[config.mk]
export PLATFORM = sky130hd
export DESIGN_NAME = spike_output_serializer
export DESIGN_NICKNAME = d
export VERILOG_FILES = /design/src/rtl/spike_output_serializer.sv
export SDC_FILE = /design/constraint.sdc
export NUM_CORES = 1
export LEC_CHECK = 0
export BUFFER_PORTS_ARGS = -buffer_cell sky130_fd_sc_hd__buf_2
export CAP_MARGIN = 5
export CORE_UTILIZATION = 60
export CTS_BUF_LIST = sky130_fd_sc_hd__clkbuf_2 sky130_fd_sc_hd__clkbuf_4 sky130_fd_sc_hd__clkbuf_8
export DETAILED_ROUTE_END_ITERATION = 8
export HOLD_SLACK_MARGIN = 0.1
export PLACE_DENSITY_LB_ADDON = 0.12
export REMOVE_ABC_BUFFERS = 1
export SLEW_MARGIN = 20
export SYNTH_ARGS = -nofsm -noshare
export SYNTH_HDL_FRONTEND = slang
export SYNTH_SLANG_ARGS = --single-unit
[constraint.sdc]
create_clock -name clk -period 15.2 [get_ports clk]
set_clock_uncertainty 0.05 [all_clocks]
set_input_delay 0 -clock clk [delete_from_list [all_inputs] [get_ports clk]]
set_output_delay 0 -clock clk [all_outputs]
set_load 0.005 [all_outputs]
[src/rtl/spike_output_serializer.sv]
// spike_output_serializer: captures per-column spike strobes from nn, tags
// each with column and capture timestamp, and streams them out one by one.
// Ports: clk, reset_n (async, active-low); spike_valid/spike_on_off
// [NUM_COLS] inputs; out_valid/out_ready stream with out_col, out_on_off,
// out_timestamp; fifo_level occupancy; drop_count saturating loss counter.
// Optional: SPIKE_SERIALIZER_TIMESTAMP_EN enables the timestamp path;
// when undefined out_timestamp is tied to 0.
module spike_output_serializer #(
  parameter int NUM_COLS   = 48,
  parameter int TS_WIDTH   = 16,
  parameter int FIFO_DEPTH = 16
) (
  input  logic                          clk,
  input  logic                          reset_n,
  input  logic [NUM_COLS-1:0]           spike_valid,
  input  logic [NUM_COLS-1:0]           spike_on_off,
  output logic                          out_valid,
  input  logic                          out_ready,
  output logic [$clog2(NUM_COLS)-1:0]   out_col,
  output logic                          out_on_off,
  output logic [TS_WIDTH-1:0]           out_timestamp,
  output logic [$clog2(FIFO_DEPTH):0]   fifo_level,
  output logic [15:0]                   drop_count
);

  localparam int CW = $clog2(NUM_COLS);
  localparam int AW = $clog2(FIFO_DEPTH);
  localparam int DW = $clog2(NUM_COLS + 1);

  logic [NUM_COLS-1:0] pending;
  logic [NUM_COLS-1:0] pend_on_off;
  logic [NUM_COLS-1:0] grant_mask;
  logic [NUM_COLS-1:0] capture;
  logic [NUM_COLS-1:0] dropped;
  logic [CW-1:0]       ptr;
  logic [CW-1:0]       grant_col;
  logic                grant;
  logic [CW:0]         arb_sum;
  logic [CW-1:0]       arb_idx;
  logic [DW-1:0]       drops;
  logic [16:0]         drop_sum;

  logic [AW-1:0]       wr_ptr;
  logic [AW-1:0]       rd_ptr;
  logic [AW:0]         level;
  logic                full;
  logic                pop;
  logic                wr_ok;
  logic [CW-1:0]       mem_col [FIFO_DEPTH];
  logic                mem_pol [FIFO_DEPTH];

  assign out_valid  = level != '0;
  assign fifo_level = level;
  assign full       = level == (AW+1)'(FIFO_DEPTH);
  assign pop        = out_valid & out_ready;
  assign wr_ok      = ~full | pop;

  // Round-robin: first pending column at or after ptr, wrapping.
  always_comb begin
    grant     = 1'b0;
    grant_col = '0;
    arb_sum   = '0;
    arb_idx   = '0;
    for (int i = 0; i < NUM_COLS; i++) begin
      arb_sum = {1'b0, ptr} + (CW+1)'(i);
      if (arb_sum >= (CW+1)'(NUM_COLS))
        arb_sum = arb_sum - (CW+1)'(NUM_COLS);
      arb_idx = arb_sum[CW-1:0];
      if (!grant && wr_ok && pending[arb_idx]) begin
        grant     = 1'b1;
        grant_col = arb_idx;
      end
    end
  end

  assign grant_mask = grant
    ? {{(NUM_COLS-1){1'b0}}, 1'b1} << grant_col
    : '0;

  // A granted column frees its slot this cycle, so a new spike lands.
  assign capture = spike_valid & (~pending | grant_mask);
  assign dropped = spike_valid & pending & ~grant_mask;

  always_comb begin
    drops = '0;
    for (int c = 0; c < NUM_COLS; c++)
      drops = drops + DW'(dropped[c]);
  end

  assign drop_sum = {1'b0, drop_count} + 17'(drops);

  always_ff @(posedge clk or negedge reset_n) begin
    if (!reset_n) begin
      pending     <= '0;
      pend_on_off <= '0;
      ptr         <= '0;
      drop_count  <= '0;
    end else begin
      for (int c = 0; c < NUM_COLS; c++) begin
        if (capture[c]) begin
          pending[c]     <= 1'b1;
          pend_on_off[c] <= spike_on_off[c];
        end else if (grant_mask[c]) begin
          pending[c] <= 1'b0;
        end
      end
      if (grant)
        ptr <= (grant_col == CW'(NUM_COLS - 1))
          ? '0 : grant_col + CW'(1);
      drop_count <= drop_sum[16] ? 16'hFFFF : drop_sum[15:0];
    end
  end

  always_ff @(posedge clk or negedge reset_n) begin
    if (!reset_n) begin
      wr_ptr <= '0;
      rd_ptr <= '0;
      level  <= '0;
    end else begin
      if (grant) wr_ptr <= wr_ptr + AW'(1);
      if (pop)   rd_ptr <= rd_ptr + AW'(1);
      case ({grant, pop})
        2'b10:   level <= level + (AW+1)'(1);
        2'b01:   level <= level - (AW+1)'(1);
        default: level <= level;
      endcase
    end
  end

  // Storage array carries no reset; the head is masked while empty.
  always_ff @(posedge clk) begin
    if (grant) begin
      mem_col[wr_ptr] <= grant_col;
      mem_pol[wr_ptr] <= pend_on_off[grant_col];
    end
  end

  assign out_col    = out_valid ? mem_col[rd_ptr] : '0;
  assign out_on_off = out_valid ? mem_pol[rd_ptr] : 1'b0;

`ifdef SPIKE_SERIALIZER_TIMESTAMP_EN
  logic [TS_WIDTH-1:0] ts_cnt;
  logic [TS_WIDTH-1:0] pend_ts [NUM_COLS];
  logic [TS_WIDTH-1:0] mem_ts  [FIFO_DEPTH];

  always_ff @(posedge clk or negedge reset_n) begin
    if (!reset_n) begin
      ts_cnt <= '0;
      for (int c = 0; c < NUM_COLS; c++)
        pend_ts[c] <= '0;
    end else begin
      ts_cnt <= ts_cnt + TS_WIDTH'(1);
      for (int c = 0; c < NUM_COLS; c++)
        if (capture[c]) pend_ts[c] <= ts_cnt;
    end
  end

  always_ff @(posedge clk) begin
    if (grant) mem_ts[wr_ptr] <= pend_ts[grant_col];
  end

  assign out_timestamp = out_valid ? mem_ts[rd_ptr] : '0;
`else
  assign out_timestamp = '0;
`endif

endmodule

==> results of run 1 <==
-- stage by stage --
step                      hold WS [ns]  std cells
after global placement         -0.0404       3396
after floorplan                 -0.346       2633
after detailed placement       -0.0265       3396
after CTS                        0.140       3585
-- timing repair --
item                                    4_1_cts
endpoints found under the hold margin       161
endpoints found under the setup margin        0
hold buffers                                125
-- metal layers --
metal / overflow / GRT usage, %
met5: 0 / 15.6
met4: 33 / 70.4
met3: 3 / 52.8
met2: 31 / 89.9
met1: 1 / 73.3
-- cell families after synthesis --
logic type	synth area share, %
other cells	0.0148
flops	26.2
compound gates	21.3
mux	17.4
fa+ha+maj	7.66
xor+xnor	2.30
buf+inv	5.73
simple gates	19.4
-- Yosys cell counts, types with 15 or more instances --
master     instances  area, µm²
nand2_1          244        916
nor2_1           169        634
a21oi_1          147        736
o21ai_0          146        731
inv_1            143        537
dfrtp_1          131       3280
mux2i_1          121       1210
nand3_1          116        581
edfxtp_1         112       3360
mux4_2           110       2480
clkbuf_1          95        357
ha_1              88       1100
nor3_1            59        295
xnor2_1           52        455
mux2_2            50        563
a31oi_1           48        300
and2_1            47        294
nor2b_1           43        269
fa_1              42        841
and3_1            41        257
nand2b_1          40        250
buf_2             36        180
nand4_1           30        188
a211oi_1          28        210
a21o_1            28        210
or3_1             28        175
or2_2             25        156
buf_4             24        180
o21a_1            24        180
a211o_1           23        201
nor4_1            21        131
o211ai_1          21        158
o22ai_1           21        131
or4_1             19        143
o2111ai_1         17        149
o221ai_1          17        149
o31ai_1           17        128
a2111oi_0         16        140
a221oi_1          16        140
mux2_1            15        169
==> results by group, run 1 <==
Synthesis
  – Gate Count Post-Synth: 2796
  – Seq/Total Area, Yosys: 26.2%
  – Register bit total from synthesis: 243
  – Syn Area/Cell: 9.07 µm²
  – Async set-reset flop share out of synthesis: 53.9%
  – Synth unique cells: 109
  – Main synth FF type: dfrtp_1
  – Mapped Area: ~25000 µm²
  – Yosys warns: 0
  – EDFF count, synth: ~110

Clock network
  – Root Buffer: clkbuf_8
  – Post-CTS Setup Repair Bufs: 0
  – H-tree depth: 2
  – CTS max path bufs: 3
  – CTS Buf Count: 37
  – Post-cts gate resize count: 0
  – Clock sinks: 243

Placed design
  – Final GP Congestion: 1.17
  – Placed cell areas: 26700 µm²
  – PortBufs: approximately 130
  – Dpl hpwl: 87800 µm
  – Dpl ws: about 0.31 ns

Die
  – Starting Density: roughly 61%
  – Top-Level Pins: 144
  – Die Span Y: about 210 µm
  – Die Width: 208 µm
  – Rows: 74

GRT
  – Largest net degree at the start of global routing: between 70 and 80
  – Remaining global-route overflow: 68
  – Total Routing Usage GR: 71.4%

Run status
  – Exit stage: global routing (5_1_grt)
  – Error: [ERROR GRT-0232] Routing congestion too high. Check the congestion heatmap in the GUI.
  – Outcome: aborted with a tool error

STA
  – Worst endpoint type: sequential cell input
  – Worst endpoint after global-route timing repair: drop_count[12]$_DFF_PN0_/D
==> inputs of run 2 (changes only) <==
--- a/config.mk
+++ b/config.mk
@@ -7,11 +7,9 @@
 export LEC_CHECK = 0
 export BUFFER_PORTS_ARGS = -buffer_cell sky130_fd_sc_hd__buf_2
 export CAP_MARGIN = 5
-export CORE_UTILIZATION = 60
-export CTS_BUF_LIST = sky130_fd_sc_hd__clkbuf_2 sky130_fd_sc_hd__clkbuf_4 sky130_fd_sc_hd__clkbuf_8
+export CORE_UTILIZATION = 40
 export DETAILED_ROUTE_END_ITERATION = 8
-export HOLD_SLACK_MARGIN = 0.1
-export PLACE_DENSITY_LB_ADDON = 0.12
+export PLACE_DENSITY_LB_ADDON = 0.15
 export REMOVE_ABC_BUFFERS = 1
 export SLEW_MARGIN = 20
 export SYNTH_ARGS = -nofsm -noshare
==> run 2 against run 1 <==
The run now ends clean; synthesized cell count stayed put; area after synthesis stayed put.
==> results by group, run 2 <==
Synthesis
  – Top cell type by total area after synthesis: edfxtp_1 (unchanged)
  – Seq/Total Area, Yosys: 26.2% (unchanged)
  – Syn Area/Cell: 9.07 µm² (unchanged)
  – Mapped Area: 25400 µm² (unchanged)
  – Commonest cells post-synth: nand2_1 (244), nor2_1 (169), a21oi_1 (147), o21ai_0 (146), inv_1 (143) (unchanged)
  – Synth top area share: 13.3% (unchanged)
  – Gate Count Post-Synth: 2796 (unchanged)
  – Async set-reset flop share out of synthesis: 53.9% (unchanged)
  – Main synth FF type: dfrtp_1 (unchanged)
  – Synth unique cells: 109 (unchanged)
  – Register bit total from synthesis: 243 (unchanged)
  – Yosys warns: 0 (unchanged)
  – Cell with the most instances after synthesis: nand2_1 (unchanged)
  – Dominant cells by area after synthesis: edfxtp_1 (13%), dfrtp_1 (13%), mux4_2 (9.8%) (unchanged)
  – EDFF count, synth: 112 (unchanged)

Clock network
  – CTS max path bufs: 3 (unchanged)
  – Clock sinks: 243 (unchanged)
  – CTS tree: done
  – CTS Buf Count: 24 (was 37)
  – Clk pin slew, worst setup/hold paths: 0.07 ns
  – H-tree depth: 1 (was 2)
  – Latest clock arrival within the worst-skew pair: between 0.5 and 0.6 ns
  – Root Buffer: clkbuf_16 (was clkbuf_8)

STA
  – Worst-Margin Slew: 1.21 ns
  – Max-slew headroom: 19.2%
  – Period minus WS final: 14.63 ns
  – Final-report setup violation count: 0
  – RSZ-0062 raised after global routing: false
  – Fin crit share: 96.2%
  – Slew Limit Fails: 0
  – F_max: slightly below 70 MHz
  – Final Hold Vio Count: 0
  – Final hold slack: ~0.064 ns

Die
  – Die Width: 254 µm (was 208 µm)
  – Core area: 62200 µm²
  – Starting Density: 40.8% (was 61.4%)
  – Die Span Y: 254 µm (was 208 µm)
  – Die ar.: 64400 µm²
  – Top-Level Pins: 144 (unchanged)
  – Rows: 91 (was 74)

Placed design
  – Inst Count DP: 3809 (was 3396)
  – Dpl hpwl: 103000 µm (was 87800 µm)
  – PortBufs: 127 (unchanged)
  – Final GP Congestion: 1.12 (was 1.17)

GRT
  – Number of global-route vias before repair: 25826
  – First-pass GRT wire length: 186000 µm
  – Total Routing Usage GR: 40.4%
  – Initial antenna violation count: 5
  – Largest net degree at the start of global routing: 90
  – Remaining global-route overflow: 0

Cells and area
  – Number of fill cells: 5882
  – Largest regs: mem_col: 96 flops, pend_on_off: 48 flops, pending: 48 flops
  – Highest-count cells in the layout ignoring fill and taps: nand2_1 (244), buf_4 (212), nor2_1 (167), a21oi_1 (147), o21ai_0 (146)
  – Largest register FFs: 96
  – Area growth, synth to finish: 18.1%
  – Commonest non-fill, non-tap cell in the layout: nand2_1
  – Layout cells sized above 1: 20.6%
  – Nets: between 3000 and 4000
  – Final non-filler cell total: between 3000 and 4000
  – Top reg by flops: mem_col

Setup path
  – Worst Path Required: between 15 and 20 ns
  – Arr. time, crit path: 14.97 ns
  – Setup crit end kind: flop
  – Max stage delay on crit path: 0.77 ns
  – CP most frequent cell: fa_1
  – Critical path type: flop to flop
  – Crit-path max FO: 15
  – Crit path launch type: flop
  – Slowest CP cell: ha_1

Drt
  – Routed vias: ~26000
  – DRT Pass-1 Iters: 6
  – # DRC: 0
  – Initial DRC Count: 3315
  – Post-Route WL: 131000 µm
  – Post-DRT Antenna Nets: 0
  – Vias per cell: 6.64
  – Routed wire per std cell: 32.8 µm

Run status
  – Outcome: complete, no violations (was aborted with a tool error)

Flow run
  – Max cap viols: 0

Worst hold path
  – HP Class: input port to asynchronous set/reset pin
-- run 2: metrics by stage --
step	TNS, ns	utilization [%]	setup WS [ns]	cell area [µm²]
after CTS	0	48.2	0.493	29900
after global routing	0	48.2	0.0525	30000
after floorplan	-29.10	-	-1.88	24500
after detailed placement	0	44.9	0.592	27900
final	0	48.2	0.570	30000
after global placement	0	44.9	0.415	27900
-- run 2: final timing paths --
kind / cells after the start / startpoint / end / slack (ns)
max in group asynchronous: 3 / reset_n / ptr[3] / 13.86
min in group clk: 4 / spike_valid[16] / pending[16] / 0.16
setup / recovery: 46 / ptr[2] / drop_count[9] / 0.57
setup reg to reg: 46 / ptr[2] / drop_count[9] / 0.57
hold / removal: 2 / reset_n / drop_count[10] / 0.06
hold reg to reg: 1 / pend_on_off[7] / pend_on_off[7] / 0.46
-- run 2: cell families (layout without fill, tap and decap cells) --
group / count (synthesis) / count (layout) / synth area share, %
AND/OR/NAND/NOR: 954 / 954 / 19.4
AO/OA/AOI/OAI: 775 / 775 / 21.3
buffers and inverters: 332 / 663 / 5.73
multiplexers: 296 / 296 / 17.4
flip-flops: 243 / 243 / 26.2
adder cells (fa/ha/maj): 130 / 130 / 7.66
XOR/XNOR: 65 / 65 / 2.30
other: 1 / 17 / 0.0148
-- run 2: layout make-up --
cell class / count / area, µm² / area share, %
Inverter: 154 / 578 / 1.93
Sequential cell: 243 / 6660 / 22.2
Clock buffer: 30 / 633 / 2.11
Clock inverter: 14 / 141 / 0.472
Multi-Input combinational cell: 2236 / 17400 / 58.1
Antenna cell: 1 / 2.50 / 0.00835
Tap cell: 837 / 1050 / 3.49
Timing Repair Buffer: 465 / 3500 / 11.7
-- run 2: repair_timing --
item,4_1_cts,5_1_grt
endpoints found under the setup margin,0,16
endpoints found under the hold margin,189,0
resized for setup,0,3
hold buffers,125,0
setup buffers,0,1
-- run 2: worst max-delay path, delay by kind of cell (launching register included) --
family | cells | cell delay [ns]
AOI/OAI and AO/OA | 12 | 3.15
xor gates and xnor gates | 1 | 0.35
adders and majority gates | 12 | 5.48
buffers and inverters | 10 | 1.40
DFF | 1 | 0.63
and+or+nand+nor | 11 | 3.36
-- run 2: layer usage --
layer	vias to the layer above	global-route usage [%]	routed length (µm)
met5	-	0	9
met1	13017	49.0	48300
met2	1682	64.8	59600
met4	2	30.4	11700
met3	410	6.06	11000
li1	11301	-	-
Power of run 2 is left out: the tool's default activity adds up to more than one toggle a clock period on the data nets, which glitch-free logic cannot reach.
==> inputs of run 3 (changes only) <==
--- a/config.mk
+++ b/config.mk
@@ -7,9 +7,10 @@
 export LEC_CHECK = 0
 export BUFFER_PORTS_ARGS = -buffer_cell sky130_fd_sc_hd__buf_2
 export CAP_MARGIN = 5
+export CORE_ASPECT_RATIO = 1.5
 export CORE_UTILIZATION = 40
 export DETAILED_ROUTE_END_ITERATION = 8
-export PLACE_DENSITY_LB_ADDON = 0.15
+export PLACE_DENSITY = 0.66
 export REMOVE_ABC_BUFFERS = 1
 export SLEW_MARGIN = 20
 export SYNTH_ARGS = -nofsm -noshare
==> run 3 against run 2 <==
The run now ends with hold timing left; core utilization up 0.17 points; largest cell class unchanged; maximum frequency decreased by 0.36%; non-clock buffer count up 34; count of clock-buffer cells in the layout is 6 lower; register-to-register slack worse by 0.05 ns.
==> results by group, run 3 (same netlist as run 2, synthesis figures left out) <==
STA
  – Fin crit share: 96.6% (was 96.2%)
  – Final-report setup violation count: 0 (unchanged)
  – Final hold slack: -0.00500 ns (was 0.0643 ns)
  – RSZ-0062 raised after global routing: false (unchanged)
  – Slew Limit Fails: 0 (unchanged)
  – Worst-Margin Slew: 1.24 ns (was 1.21 ns)
  – Final Hold Vio Count: 1 (was 0)
  – Period minus WS final: 14.68 ns (was 14.63 ns)
  – F_max: 68.1 MHz (was 68.4 MHz)
  – Max-slew headroom: 17.3% (was 19.2%)

Worst hold path
  – HP Class: input port to asynchronous set/reset pin (unchanged)

Setup path
  – Setup crit end kind: flop (unchanged)
  – Endpoint of the worst setup timing path: drop_count[14] (was drop_count[9])
  – Arr. time, crit path: 15.03 ns (was 14.97 ns)
  – Slowest CP cell: ha_1 (unchanged)
  – Worst Path Required: 15.54 ns (about the same)
  – Crit path launch type: flop (unchanged)
  – FF-to-FF Start: ptr[3] (was ptr[2])
  – Reg-to-Reg End: drop_count[14] (was drop_count[9])
  – R2R depth: 53 (was 46)
  – Crit-path max FO: 16 (was 15)
  – Max stage delay on crit path: 0.91 ns (was 0.77 ns)
  – CP startpoint: ptr[3] (was ptr[2])
  – Critical path type: flop to flop (unchanged)
  – FF-to-FF setup slack: 0.52 ns (was 0.57 ns)
  – CP most frequent cell: fa_1 (unchanged)

Cells and area
  – Top reg by flops: mem_col (unchanged)
  – Cell area after layout: 30200 µm² (was 30000 µm²)
  – Commonest non-fill, non-tap cell in the layout: nand2_1 (unchanged)
  – Largest regs: mem_col: 96 flops, pend_on_off: 48 flops, pending: 48 flops (unchanged)
  – Nets: 3385 (was 3353)
  – Number of fill cells: 5908 (was 5882)
  – Highest-count cells in the layout ignoring fill and taps: nand2_1 (244), buf_4 (239), nor2_1 (166), a21oi_1 (146), o21ai_0 (144) (was nand2_1 (244), buf_4 (212), nor2_1 (167), a21oi_1 (147), o21ai_0 (146))
  – Layout cells sized above 1: 21.5% (was 20.6%)
  – Final non-filler cell total: 3973 (was 3980)
  – Area growth, synth to finish: 19.2% (was 18.1%)
  – Largest register FFs: 96 (unchanged)

GRT
  – Remaining global-route overflow: 0 (unchanged)
  – Largest net degree at the start of global routing: 73 (was 90)
  – Initial antenna violation count: 13 (was 5)
  – Number of global-route vias before repair: 26008 (was 25826)
  – First-pass GRT wire length: 186000 µm (about the same)
  – Total Routing Usage GR: 40.5% (was 40.4%)

Drt
  – Metal3 WL: 12000 µm (was 11000 µm)
  – Initial DRC Count: 2812 (was 3315)
  – Routed vias: 26554 (was 26412)
  – DRT Pass-1 Iters: 6 (unchanged)
  – # DRC: 0 (unchanged)
  – Vias per cell: 6.68 (was 6.64)
  – Routed met2 length: 60200 µm (was 59600 µm)
  – Post-Route WL: 131000 µm (about the same)
  – Routed wire per std cell: 33.1 µm (was 32.8 µm)
  – Wl on met1: 42600 µm (was 48300 µm)
  – Top Metal Used: met5 (unchanged)
  – Post-DRT Antenna Nets: 0 (unchanged)

Die
  – Die ar.: 64400 µm² (about the same)
  – Rows: 112 (was 91)
  – Starting Density: 40.6% (was 40.8%)
  – Die Span Y: 310 µm (was 254 µm)
  – Die Width: 208 µm (was 254 µm)
  – Core area: 62500 µm² (was 62200 µm²)
  – Top-Level Pins: 144 (unchanged)

Placed design
  – Placed cell areas: 28100 µm² (was 27900 µm²)
  – Dpl hpwl: 99800 µm (was 103000 µm)
  – Final GP Congestion: 1.17 (was 1.12)
  – Inst Count DP: 3798 (was 3809)
  – PortBufs: 127 (unchanged)

Clock network
  – Latest clock arrival within the worst-skew pair: 0.56 ns (was 0.54 ns)
  – CTS tree: done (unchanged)
  – CTS max path bufs: 3 (unchanged)
  – Root Buffer: clkbuf_16 (unchanged)
  – Clk pin slew, worst setup/hold paths: 0.07 ns (about the same)
  – Post-cts gate resize count: 0 (unchanged)
  – CTS Buf Count: 22 (was 24)
  – Clock sinks: 243 (unchanged)
  – H-tree depth: 1 (unchanged)

Run status
  – Failing checks: hold timing
  – Outcome: finished with violations (was complete, no violations)

Flow run
  – Max cap viols: 0 (unchanged)
-- run 3: cell types whose count changed in the layout (fill, tap and decap cells not counted), sizes merged --
cell / before / now
dlygate4sd3: 125 / 127
clkinv: 16 / 10
clkinvlp: 1 / 3
bufinv: 2 / 5
buf: 340 / 371
clkbuf: 30 / 25
diode: 1 / 5
inv: 149 / 150
-- run 3: repair_timing --
| action | 4_1_cts | 5_1_grt |
|---|---|---|
| endpoints found under the hold margin | 172 | 0 |
| hold buffers | 127 | 0 |
| buffers inserted | 0 | 0 |
-- run 3: worst min path at each step --
stage	end	slack [ns]	cells past startpoint
2_1_floorplan	drop_count[0]	-0.35	0
3_3_place_gp	drop_count[6]	0.03	1
3_5_place_dp	drop_count[4]	0.03	1
5_1_grt	drop_count[2]	0.06	2
6_report	drop_count[2]	-0.005	2
4_1_cts	ptr[5]	0.02	2
-- run 3: worst max-delay path, delay by kind of cell, from the launching register on --
kind,cells,cell delay [ns]
compound gates,14,3.75
xor+xnor,1,0.41
flops,1,0.57
fa+ha+maj,11,5.27
buf+inv,15,2.12
simple gates,12,2.27
-- run 3: metal layers --
metal  GRT usage [%]  vias to the layer above
li1                -                    11364
met1            40.6                    12844
met2            65.7                     1693
met3            11.5                      637
met4            43.8                       16
met5               0                        -
-- run 3: final cells by class --
| cell class | count | area [µm²] | share of cell area, % |
|---|---|---|---|
| antenna | 5 | 12.5 | 0.0414 |
| clock buffer | 24 | 568 | 1.88 |
| clock inverter | 14 | 245 | 0.811 |
| inverter | 154 | 578 | 1.91 |
| multi-input combinational | 2236 | 17400 | 57.5 |
| sequential | 243 | 6660 | 22.0 |
| tap | 798 | 998 | 3.30 |
| timing repair buffer | 499 | 3800 | 12.6 |
-- run 3: through the flow --
| stage | hold slack (ns) | setup slack (ns) | TNS, ns | utilization, % |
|---|---|---|---|---|
| 5_1_grt | 0.0614 | 0.0686 | 0 | 48.4 |
| 3_5_place_dp | 0.0254 | 1.30 | 0 | 44.9 |
| 6_report | -0.00500 | 0.518 | 0 | 48.4 |
| 3_3_place_gp | 0.0257 | 1.37 | 0 | 44.9 |
| 4_1_cts | 0.0174 | 1.29 | 0 | 48.2 |
| 2_1_floorplan | -0.346 | -1.88 | -29.10 | - |
Power of run 3 is left out for the same reason.
